<file path="config.mk">
export PLATFORM = sky130hd
export DESIGN_NAME = reset_requester_flat
export DESIGN_NICKNAME = d
export VERILOG_FILES = /design/src/rtl/reset_pkg.sv /design/src/rtl/reset_requester_if.sv /design/src/rtl/sync_bit.sv /design/src/rtl/reset_requester.sv /design/src/flat_wrapper.sv
export SDC_FILE = /design/constraint.sdc
export NUM_CORES = 1
export LEC_CHECK = 0
export CORE_MARGIN = 5
export CORE_UTILIZATION = 50
export CTS_CLUSTER_SIZE = 30
export DETAILED_ROUTE_END_ITERATION = 16
export GPL_ROUTABILITY_DRIVEN = 0
export MAX_ROUTING_LAYER = met4
export PLACE_DENSITY = 0.82
export SLEW_MARGIN = 20
export SYNTH_ARGS = -nofsm -noshare
export SYNTH_HDL_FRONTEND = slang
export SYNTH_SLANG_ARGS = --single-unit
</file>
<file path="constraint.sdc">
create_clock -name clk -period 2.5 [get_ports clk]
set_clock_uncertainty 0.1 [all_clocks]
set_input_delay 0.5 -clock clk [delete_from_list [all_inputs] [get_ports clk]]
set_output_delay 0.5 -clock clk [all_outputs]
set_load 0.01 [all_outputs]
</file>
<file path="src/rtl/reset_pkg.sv">
// Shared types and sizing helpers for the remote reset requester.
package reset_pkg;

  typedef enum logic [1:0] {
    ST_IDLE    = 2'd0,
    ST_ASSERT  = 2'd1,
    ST_RELEASE = 2'd2,
    ST_DONE    = 2'd3
  } rr_state_t;

  // Bits needed to hold any value in 0..max_val.
  function automatic int cnt_width(input int max_val);
    return (max_val < 1) ? 1 : $clog2(max_val + 1);
  endfunction

  // Terminal value for a counter that must see 'cycles' cycles (0-based).
  function automatic int cnt_last(input int cycles);
    return (cycles < 1) ? 0 : cycles - 1;
  endfunction

endpackage

</file>
<file path="src/rtl/reset_requester_if.sv">
// Request/acknowledge and status signals between the requester and its user.
interface reset_requester_if;
  logic start;
  logic rst_ack;
  logic rst_req;
  logic busy;
  logic done;
  logic timeout_err;

  modport master (
    input  start,
    input  rst_ack,
    output rst_req,
    output busy,
    output done,
    output timeout_err
  );

  modport slave (
    output start,
    output rst_ack,
    input  rst_req,
    input  busy,
    input  done,
    input  timeout_err
  );
endinterface

</file>
<file path="src/rtl/sync_bit.sv">
// Multi-flop synchronizer for a single asynchronous bit.
module sync_bit #(
  parameter int N_STAGE   = 2,
  parameter bit RESET_VAL = 1'b0
) (
  input  logic clk,
  input  logic rst,
  input  logic d,
  output logic q
);

  if (N_STAGE < 2) begin : g_bad_n_stage
    $error("sync_bit: N_STAGE must be >= 2");
  end

  (* ASYNC_REG = "TRUE" *) logic [N_STAGE-1:0] sync_q;

  always_ff @(posedge clk or posedge rst) begin
    if (rst) sync_q <= {N_STAGE{RESET_VAL}};
    else     sync_q <= {sync_q[N_STAGE-2:0], d};
  end

  assign q = sync_q[N_STAGE-1];

endmodule

</file>
<file path="src/rtl/reset_requester.sv">
// Drives a reset request into a remote domain and waits for its synchronized
// reset to follow high then low, with a hold minimum and a sticky timeout.
//   state   | meaning
//   IDLE    | quiet, waiting for start
//   ASSERT  | rst_req high, waiting for hold time and ack_s=1
//   RELEASE | rst_req low, waiting for ack_s=0
//   DONE    | one-cycle completion pulse
module reset_requester
  import reset_pkg::*;
#(
  parameter int N_STAGE  = 4,
  parameter int MIN_HOLD = 16,
  parameter int TIMEOUT  = 1024
) (
  input logic               clk,
  input logic               rst_in,
  reset_requester_if.master bus
);

  if (N_STAGE < 2) begin : g_bad_n_stage
    $error("reset_requester: N_STAGE must be >= 2");
  end
  if (MIN_HOLD < 1) begin : g_bad_min_hold
    $error("reset_requester: MIN_HOLD must be >= 1");
  end
  if (TIMEOUT <= MIN_HOLD) begin : g_bad_timeout
    $error("reset_requester: TIMEOUT must exceed MIN_HOLD");
  end

  localparam int HOLD_W = cnt_width(MIN_HOLD);
  localparam int WAIT_W = cnt_width(TIMEOUT);
  localparam logic [HOLD_W-1:0] HOLD_SAT  = HOLD_W'(MIN_HOLD);
  localparam logic [HOLD_W-1:0] HOLD_EXIT = HOLD_W'(cnt_last(MIN_HOLD));
  localparam logic [WAIT_W-1:0] WAIT_LAST = WAIT_W'(cnt_last(TIMEOUT));

  rr_state_t         state, state_nxt;
  logic [HOLD_W-1:0] hold_cnt, hold_nxt;
  logic [WAIT_W-1:0] wait_cnt, wait_nxt;
  logic              rst_req_q;
  logic              timeout_err_q, err_nxt;
  logic              ack_s;

  sync_bit #(
    .N_STAGE  (N_STAGE),
    .RESET_VAL(1'b0)
  ) u_ack_sync (
    .clk(clk),
    .rst(rst_in),
    .d  (bus.rst_ack),
    .q  (ack_s)
  );

  always_comb begin
    state_nxt = state;
    hold_nxt  = hold_cnt;
    wait_nxt  = wait_cnt;
    err_nxt   = timeout_err_q;
    case (state)
      ST_IDLE: begin
        if (bus.start) begin
          state_nxt = ST_ASSERT;
          hold_nxt  = '0;
          wait_nxt  = '0;
          err_nxt   = 1'b0;
        end
      end
      ST_ASSERT: begin
        // Exit is tested before timeout so a tie completes normally.
        if (hold_cnt >= HOLD_EXIT && ack_s) begin
          state_nxt = ST_RELEASE;
          wait_nxt  = '0;
        end else if (wait_cnt >= WAIT_LAST) begin
          state_nxt = ST_IDLE;
          err_nxt   = 1'b1;
        end else begin
          if (hold_cnt != HOLD_SAT) hold_nxt = hold_cnt + 1'b1;
          wait_nxt = wait_cnt + 1'b1;
        end
      end
      ST_RELEASE: begin
        if (!ack_s) begin
          state_nxt = ST_DONE;
        end else if (wait_cnt >= WAIT_LAST) begin
          state_nxt = ST_IDLE;
          err_nxt   = 1'b1;
        end else begin
          wait_nxt = wait_cnt + 1'b1;
        end
      end
      ST_DONE:  state_nxt = ST_IDLE;
      default:  state_nxt = ST_IDLE;
    endcase
  end

  // Reset parks in ASSERT so a full sequence runs after power-up.
  always_ff @(posedge clk or posedge rst_in) begin
    if (rst_in) begin
      state         <= ST_ASSERT;
      hold_cnt      <= '0;
      wait_cnt      <= '0;
      rst_req_q     <= 1'b1;
      timeout_err_q <= 1'b0;
    end else begin
      state         <= state_nxt;
      hold_cnt      <= hold_nxt;
      wait_cnt      <= wait_nxt;
      rst_req_q     <= (state_nxt == ST_ASSERT);
      timeout_err_q <= err_nxt;
    end
  end

  assign bus.rst_req     = rst_req_q;
  assign bus.busy        = (state != ST_IDLE);
  assign bus.done        = (state == ST_DONE);
  assign bus.timeout_err = timeout_err_q;

endmodule

</file>
<file path="src/flat_wrapper.sv">
// flat-port wrapper written by rule: the top's interface ports become plain ports
module reset_requester_flat import reset_pkg::*;
#(
  parameter int N_STAGE  = 4,
  parameter int MIN_HOLD = 16,
  parameter int TIMEOUT  = 1024
)
  (clk, rst_in, bus_start, bus_rst_ack, bus_rst_req, bus_busy, bus_done, bus_timeout_err);
  reset_requester_if bus_i ();
  input logic clk;
  input logic rst_in;
  input wire logic [$bits(bus_i.start)-1:0] bus_start;
  input wire logic [$bits(bus_i.rst_ack)-1:0] bus_rst_ack;
  output wire logic [$bits(bus_i.rst_req)-1:0] bus_rst_req;
  output wire logic [$bits(bus_i.busy)-1:0] bus_busy;
  output wire logic [$bits(bus_i.done)-1:0] bus_done;
  output wire logic [$bits(bus_i.timeout_err)-1:0] bus_timeout_err;
  assign bus_i.start = bus_start;
  assign bus_i.rst_ack = bus_rst_ack;
  assign bus_rst_req = bus_i.rst_req;
  assign bus_busy = bus_i.busy;
  assign bus_done = bus_i.done;
  assign bus_timeout_err = bus_i.timeout_err;
  reset_requester #(.N_STAGE(N_STAGE), .MIN_HOLD(MIN_HOLD), .TIMEOUT(TIMEOUT)) u_core (.clk(clk), .rst_in(rst_in), .bus(bus_i));
endmodule
</file>
==> results of run 1 <==
[power breakdown]
part           switching (mW)  internal (mW)
registers              0.0663          0.464
logic                   0.428          0.285
clock network           0.126         0.0893
total                   0.620          0.838
[final cells by class]
cell class                      count  area, um^2
Clock buffer                        4        36.3
Fill cell                         251        1150
Inverter                           11        41.3
Multi-Input combinational cell    113         729
Sequential cell                    24         603
Tap cell                           31        38.8
Timing Repair Buffer               12         108
[cells in the mapped netlist (all sizes together), types with 2 or more instances]
cell type	number
a21oi	6
o21ai	13
nand4	4
nand2	18
inv	11
nor3	6
dfrtp	22
and3	4
a21boi	2
nor4	2
a21o	2
nand3	7
xnor2	3
buf	2
nor2b	3
dfstp	2
a31oi	2
nand2b	2
ha	9
nor2	14
[routing by layer]
metal	vias to the layer above	global-route usage, %	wire length (um)
met4	0	9.55	92
met5	-	-	0
li1	552	-	-
met3	12	1.80	116
met2	38	27.8	1500
met1	556	18.6	1190
[worst max path at each step]
stage | start | to | slack (ns) | cells after the start
after floorplan | u_core.state[0] | u_core.wait_cnt[7] | 0.07 | 8
after global placement | bus_start | u_core.wait_cnt[7] | 0.15 | 6
after detailed placement | bus_start | u_core.wait_cnt[7] | 0.11 | 6
after CTS | u_core.state[0] | bus_busy | 0.06 | 4
after global routing | u_core.state[0] | bus_busy | 0.001 | 4
final | u_core.state[0] | bus_busy | 0.06 | 4
[placed cells by master, fill, tap and decap left out, types with 2 or more instances in the layout]
| master | count |
|---|---|
| a21boi_0 | 2 |
| a21o_1 | 2 |
| a21oi_1 | 6 |
| a31oi_1 | 2 |
| and3_1 | 4 |
| buf_4 | 5 |
| clkbuf_4 | 3 |
| clkdlybuf4s50_1 | 7 |
| dfrtp_1 | 22 |
| dfstp_2 | 2 |
| ha_1 | 9 |
| inv_1 | 11 |
| nand2_1 | 18 |
| nand2b_1 | 2 |
| nand3_1 | 7 |
| nand4_1 | 4 |
| nor2_1 | 13 |
| nor2b_1 | 2 |
| nor3_1 | 5 |
| o21ai_0 | 8 |
| o21ai_1 | 5 |
| xnor2_1 | 3 |
[flip-flops by register name (all words and copies together) (netlist names)]
name                      count
u_core.wait_cnt              11
u_core.hold_cnt               5
u_core.u_ack_sync.sync_q      4
u_core.state                  2
u_core.bus.rst_req            1
u_core.bus.timeout_err        1
[stage by stage]
stage | util (%) | setup WS (ns)
finish | 57.4 | 0.0570
global route | 57.4 | 0.00112
CTS | 57.2 | 0.0577
floorplan | - | 0.0700
detailed placement | 55.9 | 0.107
global placement | 55.9 | 0.154
[logic make-up after synthesis]
kind of cell,share of synthesized area (%)
DFF,43.6
AOI/OAI and AO/OA,15.2
and+or+nand+nor,25.7
buffers and inverters,4.16
adders and majority gates,8.14
xor gates and xnor gates,2.53
muxes,0.723
[worst register-to-register path: cells and delay by family, from the launching register on]
family	cells	cell delay, ns
adder cells (fa/ha/maj)	1	0.23
AND/OR/NAND/NOR	4	1.09
buffers and inverters	1	0.09
flip-flops	1	0.59
XOR/XNOR	1	0.19
[timing repair]
item                                    in CTS  in global routing
resized for setup                            0                  1
endpoints found under the hold margin        0                  0
endpoints found under the setup margin       0                  1
==> flow_summary.toml, run 1 <==
[outcome]
status = "completed"

[setup_path]
worstPathRequired_ns = 1.90
crit_buf_inv = 3
r2r_start = "u_core.state[0]"
cp_slowest_stage_delay_ns = 0.59
r2r_cells = 7
cpMostUsedCell = "inv_1"
reg2reg_slack_ns = 0.11
crit_path_start_kind = "flip-flop"
critical_path.cell_chain = "inv_1 > ha_1 > inv_1 > clkdlybuf4s50_1"
criticalPathCategory = "flip-flop to primary output"
slowest_stage = "dfstp_2"
cp_max_fo = 5
worstPathArrival_ns = 1.84
worstSetupEndpointType = "primary output"
crit_family = "buffers and inverters"
r2r-end = "u_core.wait_cnt[7]"

[die]
start_util_pct = 51.1
row_count = 19
die-area_um2 = 3920
die_w_um = 62.6
die_h_um = 62.6
core_area_um2 = 2710
ios = 8

[synthesis]
synth_edf_count = 0
ys.flop_type = "dfrtp_1"
async_flop_share_pct = 100
synthTopCellsByArea = "dfrtp_1 40%, ha_1 8.1%, nand2_1 4.9%, dfstp_2 3.8%, nor2_1 3.5%"
synth_top_area_share_pct = 39.8
syn_nets = 163
avgSynthCellArea_um2 = 9.23
synth_cells = 150
synthDistinctLibCells = 42
synth_area_um2 = 1380
yosysTopAreaCell = "dfrtp_1"
synth_seq_cells = 24
yosys_warnings = 0
ys_seq_area_share_pct = 43.6

[detailed_routing]
vias = 1158
route.detailed.drc = 0
viasPerCell = 5.94
avgRoutedWirePerCell_um = 14.9
wirelength_um = 2900
ant_nets = 0
drt_iter0_markers = 68
drt_first_pass_iters = 4

[placed_design]
hpwl_um = 2180
port_buffers = 7
placed_cell_area_um2 = 1510
place_inst = 191

[layout]
fin_area_um2 = 1560
stdcell_count = 195
antenna_cells = 0
drive_gt1_share_pct = 11.0
syn_to_final_growth_pct = 12.5
fin_nets = 178

[sta]
rsz0062_at_grt = "no"
relSlewSlack_pct = 58.6
whs_ns = 0.269
period_share_pct = 97.7
finalHoldViolCount = 0
setup_violations = 0
worst_slew_pin_slew_ns = 0.620
final_max_slew_viol_count = 0
fin_crit_ns = 2.44
fmax_ghz = 0.409
setup_tns_ns = 0

[clock_tree]
clockBufferDepth = 2
cts_setup_buffers = 0
ctsHoldBuffers = 0
clkLatencyLatePin_ns = 0.33
clkTransAtPathRegs_ns = 0.13
cts_sinks = 24
cts_root_buffer = "clkbuf_4"
numCtsBuffers = 3
cts_tree = "built"
htree_levels = 1

[worst_hold_path]
min_to = "u_core.u_ack_sync.sync_q[2]"
hold-path-cell-count = 0
min_from = "u_core.u_ack_sync.sync_q[1]"
worstHoldPathType = "flip-flop to flip-flop"

[global_routing]
grt_pass1_wl_um = 5120
grt_max_degree = 18
grt_pass1_vias = 1191
grt.overflow.total = 0
grt_usage_pct = 16.4
antenna_found_initial = 0

[power_and_ir_drop]
total_power_mw = 1.46
leakage_nw = 0.697
p_per_area_nw_per_um2 = 937
irDropWorstVdd_uv = 824

[flow_run]
maxCapViolCount = 0
Power figures use the tool's default switching activity.
==> run 2, diff against run 1 <==
--- a/config.mk
+++ b/config.mk
@@ -6,12 +6,12 @@
 export NUM_CORES = 1
 export LEC_CHECK = 0
 export CORE_MARGIN = 5
-export CORE_UTILIZATION = 50
+export CORE_UTILIZATION = 52
 export CTS_CLUSTER_SIZE = 30
 export DETAILED_ROUTE_END_ITERATION = 16
 export GPL_ROUTABILITY_DRIVEN = 0
 export MAX_ROUTING_LAYER = met4
-export PLACE_DENSITY = 0.82
+export PLACE_DENSITY = 0.85
 export SLEW_MARGIN = 20
 export SYNTH_ARGS = -nofsm -noshare
 export SYNTH_HDL_FRONTEND = slang
==> run 2 against run 1 <==
Sequential share of layout area shrank 0.52 points. Total power grew 6.3%. Wire length shrank 2.3%. Sequential power is essentially flat. Global-route usage grew 0.99 points. Critical path type is now flip-flop to flip-flop. Largest power group unchanged. Highest routed layer unchanged.
==> flow_summary.toml, run 2 (synthesized netlist as in run 1, its figures left out) <==
[outcome]
status = "completed"

[global_routing]
grt_pass1_vias = 1130
antenna_found_initial = 0
grt_pass1_wl_um = 4750
grt_max_degree = 25
grt.overflow.total = 0
grt_usage_pct = 17.4

[layout]
largest_register_ffs = 11
drive_gt1_share_pct = 11.6
mostFrequentLayoutCell = "dfrtp_1"
fillCellCount = 206
largest_register = "u_core.wait_cnt"
fin_nets = 178
ff_latch_area_um2 = 603
top_regs = "u_core.wait_cnt x11, u_core.hold_cnt x5, u_core.u_ack_sync.sync_q x4"
syn_to_final_growth_pct = 14.0
multiInputGateArea_um2 = 736
antenna_cells = 0
final_cell_mix = "22 x dfrtp_1, 18 x nand2_1, 13 x nor2_1"

[setup_path]
reg2reg_slack_ns = 0.06
cp_max_fo = 9
crit_path_start_kind = "flip-flop"
worstPathArrival_ns = 2.55
criticalPathCategory = "flip-flop to flip-flop"
worstSetupEndpointType = "flip-flop"
worstPathRequired_ns = 2.62

[placed_design]
pre_cts_slack_ns = 0.0948
port_buffers = 7
hpwl_um = 2000

[clock_tree]
htree_levels = 1
cts_root_buffer = "clkbuf_4"
clockBufferDepth = 2
numCtsBuffers = 3
cts_sinks = 24
clkLatencyLatePin_ns = 0.32
clkTransAtPathRegs_ns = 0.13
cts_tree = "built"

[sta]
setup_ws_ns = 0.0644
setup_violations = 0
setup_tns_ns = 0
worst_slew_pin_slew_ns = 0.546
period_share_pct = 97.4
final_max_slew_viol_count = 0
fin_crit_ns = 2.44
rsz0062_at_grt = "no"
fmax_ghz = 0.411
finalHoldViolCount = 0
relSlewSlack_pct = 63.3

[power_and_ir_drop]
leakage_nw = 0.705
irDropWorstVdd_uv = 824
p_per_area_nw_per_um2 = 983
total_power_mw = 1.55

[detailed_routing]
drt_first_pass_iters = 4
vias = 1151
viasPerCell = 5.93
wirelength_um = 2830
ant_nets = 0
route.detailed.drc = 0
drt_iter0_markers = 65
avgRoutedWirePerCell_um = 14.6

[die]
die_w_um = 61.6
start_util_pct = 54.9
ios = 8
die-area_um2 = 3790
core_area_um2 = 2520
row_count = 18
die_h_um = 61.6

[flow_run]
maxCapViolCount = 0

[worst_hold_path]
worstHoldPathType = "flip-flop to flip-flop"
==> run 2: cell types whose count changed in the layout (fill, tap and decap cells not counted) <==
cell | before | now
nor4_2 | 1 | 2
clkbuf_8 | 1 | 0
bufinv_16 | 0 | 1
nor4_1 | 1 | 0
==> run 2: area by class of cell <==
class                   count  area share, %
clock buffers               3           1.43
multi-input cells         113           46.6
inverters                  11           2.62
repair buffers             12           6.82
well taps                  30           2.38
flip-flops and latches     24           38.2
clock inverters             1           1.90
==> run 2: worst paths after layout <==
check / depth (start not counted) / to / start
max in group asynchronous: 3 / u_core.bus.rst_req / rst_in
worst max register to register: 8 / u_core.wait_cnt[5] / u_core.state[0]
worst min register to register: 0 / u_core.u_ack_sync.sync_q[3] / u_core.u_ack_sync.sync_q[2]
worst max-delay path: 8 / u_core.wait_cnt[5] / u_core.state[0]
min in group asynchronous: 3 / u_core.wait_cnt[9] / rst_in
worst min-delay path: 0 / u_core.u_ack_sync.sync_q[3] / u_core.u_ack_sync.sync_q[2]
==> run 2: routing by layer <==
metal / global-route usage [%] / wire (um) / vias up
met5: - / 0 / -
met3: 1.89 / 121 / 10
met1: 20.9 / 1240 / 546
met4: 9.39 / 71 / 0
met2: 28.6 / 1390 / 38
li1: - / - / 557
==> run 2: stage by stage <==
| step | cell area (um^2) | hold slack, ns | util (%) | cells |
|---|---|---|---|---|
| final | 1580 | 0.271 | 62.5 | 194 |
| after global routing | 1580 | 0.290 | 62.5 | 194 |
| after CTS | 1570 | 0.277 | 62.1 | 194 |
| after detailed placement | 1510 | 0.238 | 60.0 | 190 |
| after global placement | 1510 | 0.235 | 60.0 | 190 |
| after floorplan | 1380 | 0.231 | - | 150 |
==> run 2: what timing repair did <==
item,in CTS,in global routing
resized for setup,0,2
endpoints found under the hold margin,0,0
setup buffers,0,0
hold buffers,0,0
endpoints found under the setup margin,0,4
==> run 2: critical path, stage by stage (launching register included) <==
cell and delay (ns):
dfstp_2 0.60, inv_1 0.09, ha_1 0.24, nor2b_1 0.18
or3_1 0.35, buf_4 0.19, nor4_2 0.38, xnor2_1 0.16
nor2_1 0.05
==> run 2: report_power, final <==
part	switching, mW	leakage (nW)	internal, mW
clock	0.119	0.0279	0.162
sequential	0.0657	0.313	0.464
combinational	0.437	0.364	0.302
total	0.621	0.705	0.929
==> run 3, diff against run 2 <==
--- a/config.mk
+++ b/config.mk
@@ -5,14 +5,14 @@
 export SDC_FILE = /design/constraint.sdc
 export NUM_CORES = 1
 export LEC_CHECK = 0
-export CORE_MARGIN = 5
 export CORE_UTILIZATION = 52
+export CTS_CLUSTER_DIAMETER = 50
 export CTS_CLUSTER_SIZE = 30
 export DETAILED_ROUTE_END_ITERATION = 16
 export GPL_ROUTABILITY_DRIVEN = 0
 export MAX_ROUTING_LAYER = met4
 export PLACE_DENSITY = 0.85
-export SLEW_MARGIN = 20
+export SLEW_MARGIN = 10
 export SYNTH_ARGS = -nofsm -noshare
 export SYNTH_HDL_FRONTEND = slang
 export SYNTH_SLANG_ARGS = --single-unit
==> run 3 against run 2 <==
Flip-flop and latch count unchanged. Sequential power about the same. Global-route usage is 4.5 points higher. Register-to-register slack better by 0.04 ns. Combinational power fell by 3.1%. Critical path type is now flip-flop to primary output. Critical endpoint is now bus_busy. Largest cell class unchanged.
==> flow_summary.toml, run 3 (synthesized netlist as in run 1, its figures left out) <==
[outcome]
status = "completed"

[global_routing]
grt_max_degree = 18
grtUsageMet2_pct = 36.0
antenna_found_initial = 0
grt_pass1_wl_um = 4390
grt_pass1_vias = 1051
grt.overflow.total = 0
grt_usage_pct = 22.0
use_met3_pct = 2.54
grt_use_met1_pct = 27.6
top_usage_layer = "met2"

[die]
core_area_um2 = 2500
die_w_um = 53.6
row_count = 18
die-area_um2 = 2870
die_h_um = 53.6
ios = 8
start_util_pct = 55.4

[power_and_ir_drop]
irDropWorstVdd_uv = 841
leakage_nw = 0.705
p_per_area_nw_per_um2 = 961

[sta]
period_share_pct = 97.0
worst_slew_pin_slew_ns = 0.631
whs_ns = 0.268
setup_tns_ns = 0
final_max_slew_viol_count = 0
setup_violations = 0
finalHoldViolCount = 0
rsz0062_at_grt = "no"
fin_crit_ns = 2.42
relSlewSlack_pct = 57.5
fmax_ghz = 0.412

[setup_path]
worstPathRequired_ns = 1.90
crit_family = "buffers and inverters"
crit_path_start_kind = "flip-flop"
crit_buf_inv = 3
slowest_stage = "dfstp_2"
worstSetupEndpointType = "primary output"
critical_path.cell_chain = "inv_1 > ha_1 > inv_1 > clkdlybuf4s50_1"
cp_slowest_stage_delay_ns = 0.59
cpMostUsedCell = "inv_1"
worstPathArrival_ns = 1.82
criticalPathCategory = "flip-flop to primary output"
cp_max_fo = 5

[layout]
largest_register_ffs = 11
largest_register = "u_core.wait_cnt"
mostFrequentLayoutCell = "dfrtp_1"
top_regs = "u_core.wait_cnt x11, u_core.hold_cnt x5, u_core.u_ack_sync.sync_q x4"
final_cell_mix = "22 x dfrtp_1, 18 x nand2_1, 13 x nor2_1"
syn_to_final_growth_pct = 14.6
fin_nets = 178
drive_gt1_share_pct = 11.6
antenna_cells = 0

[clock_tree]
htree_levels = 1
cts_sinks = 24
cts_tree = "built"
ctsHoldBuffers = 0
numCtsBuffers = 3
clkTransAtPathRegs_ns = 0.13
clockBufferDepth = 2
clkLatencyLatePin_ns = 0.32
cts_root_buffer = "clkbuf_4"

[detailed_routing]
vias = 1109
route.detailed.drc = 0
drt_first_pass_iters = 4
drt_iter0_markers = 36
ant_nets = 0
wirelength_um = 2670
avgRoutedWirePerCell_um = 13.8
viasPerCell = 5.72

[placed_design]
hpwl_um = 2020
port_buffers = 7

[worst_hold_path]
worstHoldPathType = "flip-flop to flip-flop"

[flow_run]
maxCapViolCount = 0
## run 3: worst paths after layout
check	startpoint	endpoint	slack [ns]	cells past startpoint
min reg2reg	u_core.u_ack_sync.sync_q[2]	u_core.u_ack_sync.sync_q[3]	0.27	0
max	u_core.state[0]	bus_busy	0.08	4
min in group asynchronous	rst_in	u_core.hold_cnt[0]	0.45	2
min	u_core.u_ack_sync.sync_q[2]	u_core.u_ack_sync.sync_q[3]	0.27	0
max in group asynchronous	rst_in	u_core.wait_cnt[2]	1.30	3
max reg2reg	u_core.state[0]	u_core.wait_cnt[7]	0.10	7
## run 3: worst reg2reg max path, delay by kind of cell (launching register included)
family                   cells  cell delay [ns]
XOR/XNOR                     1             0.18
adder cells (fa/ha/maj)      1             0.25
buffers and inverters        1             0.09
AND/OR/NAND/NOR              4             1.10
flip-flops                   1             0.59
## run 3: where the power goes
group | switching [mW] | internal [mW]
sequential | 0.0661 | 0.464
combinational | 0.431 | 0.285
clock | 0.115 | 0.162
total | 0.612 | 0.912
## run 3: metal layers
layer / routed length (um) / vias up
li1: - / 561
met1: 1260 / 523
met2: 1300 / 20
met3: 69 / 5
met4: 40 / 0
met5: 0 / -
## run 3: final cells by class
type                       count  area (um^2)
timing repair buffer          12          108
multi-input combinational    113          744
sequential                    24          603
clock inverter                 1         30.0
clock buffer                   3         22.5
tap                           30         37.5
fill                         184          913
inverter                      11         41.3
## run 3: timing repair
item	CTS	global route
setup buffers	0	0
setup endpoints to repair	0	6
gates resized for setup	0	3
## run 3: through the flow
step / std cells / util, % / instance area [um^2] / power, mW / setup slack, ns
floorplan: 150 / - / 1380 / 1.04 / 0.0700
global placement: 190 / 60.5 / 1510 / 1.19 / 0.155
detailed placement: 190 / 60.5 / 1510 / 1.22 / 0.131
CTS: 194 / 62.6 / 1570 / 1.50 / 0.0743
global route: 194 / 63.5 / 1590 / 1.63 / 0.000941
finish: 194 / 63.5 / 1590 / 1.52 / 0.0754
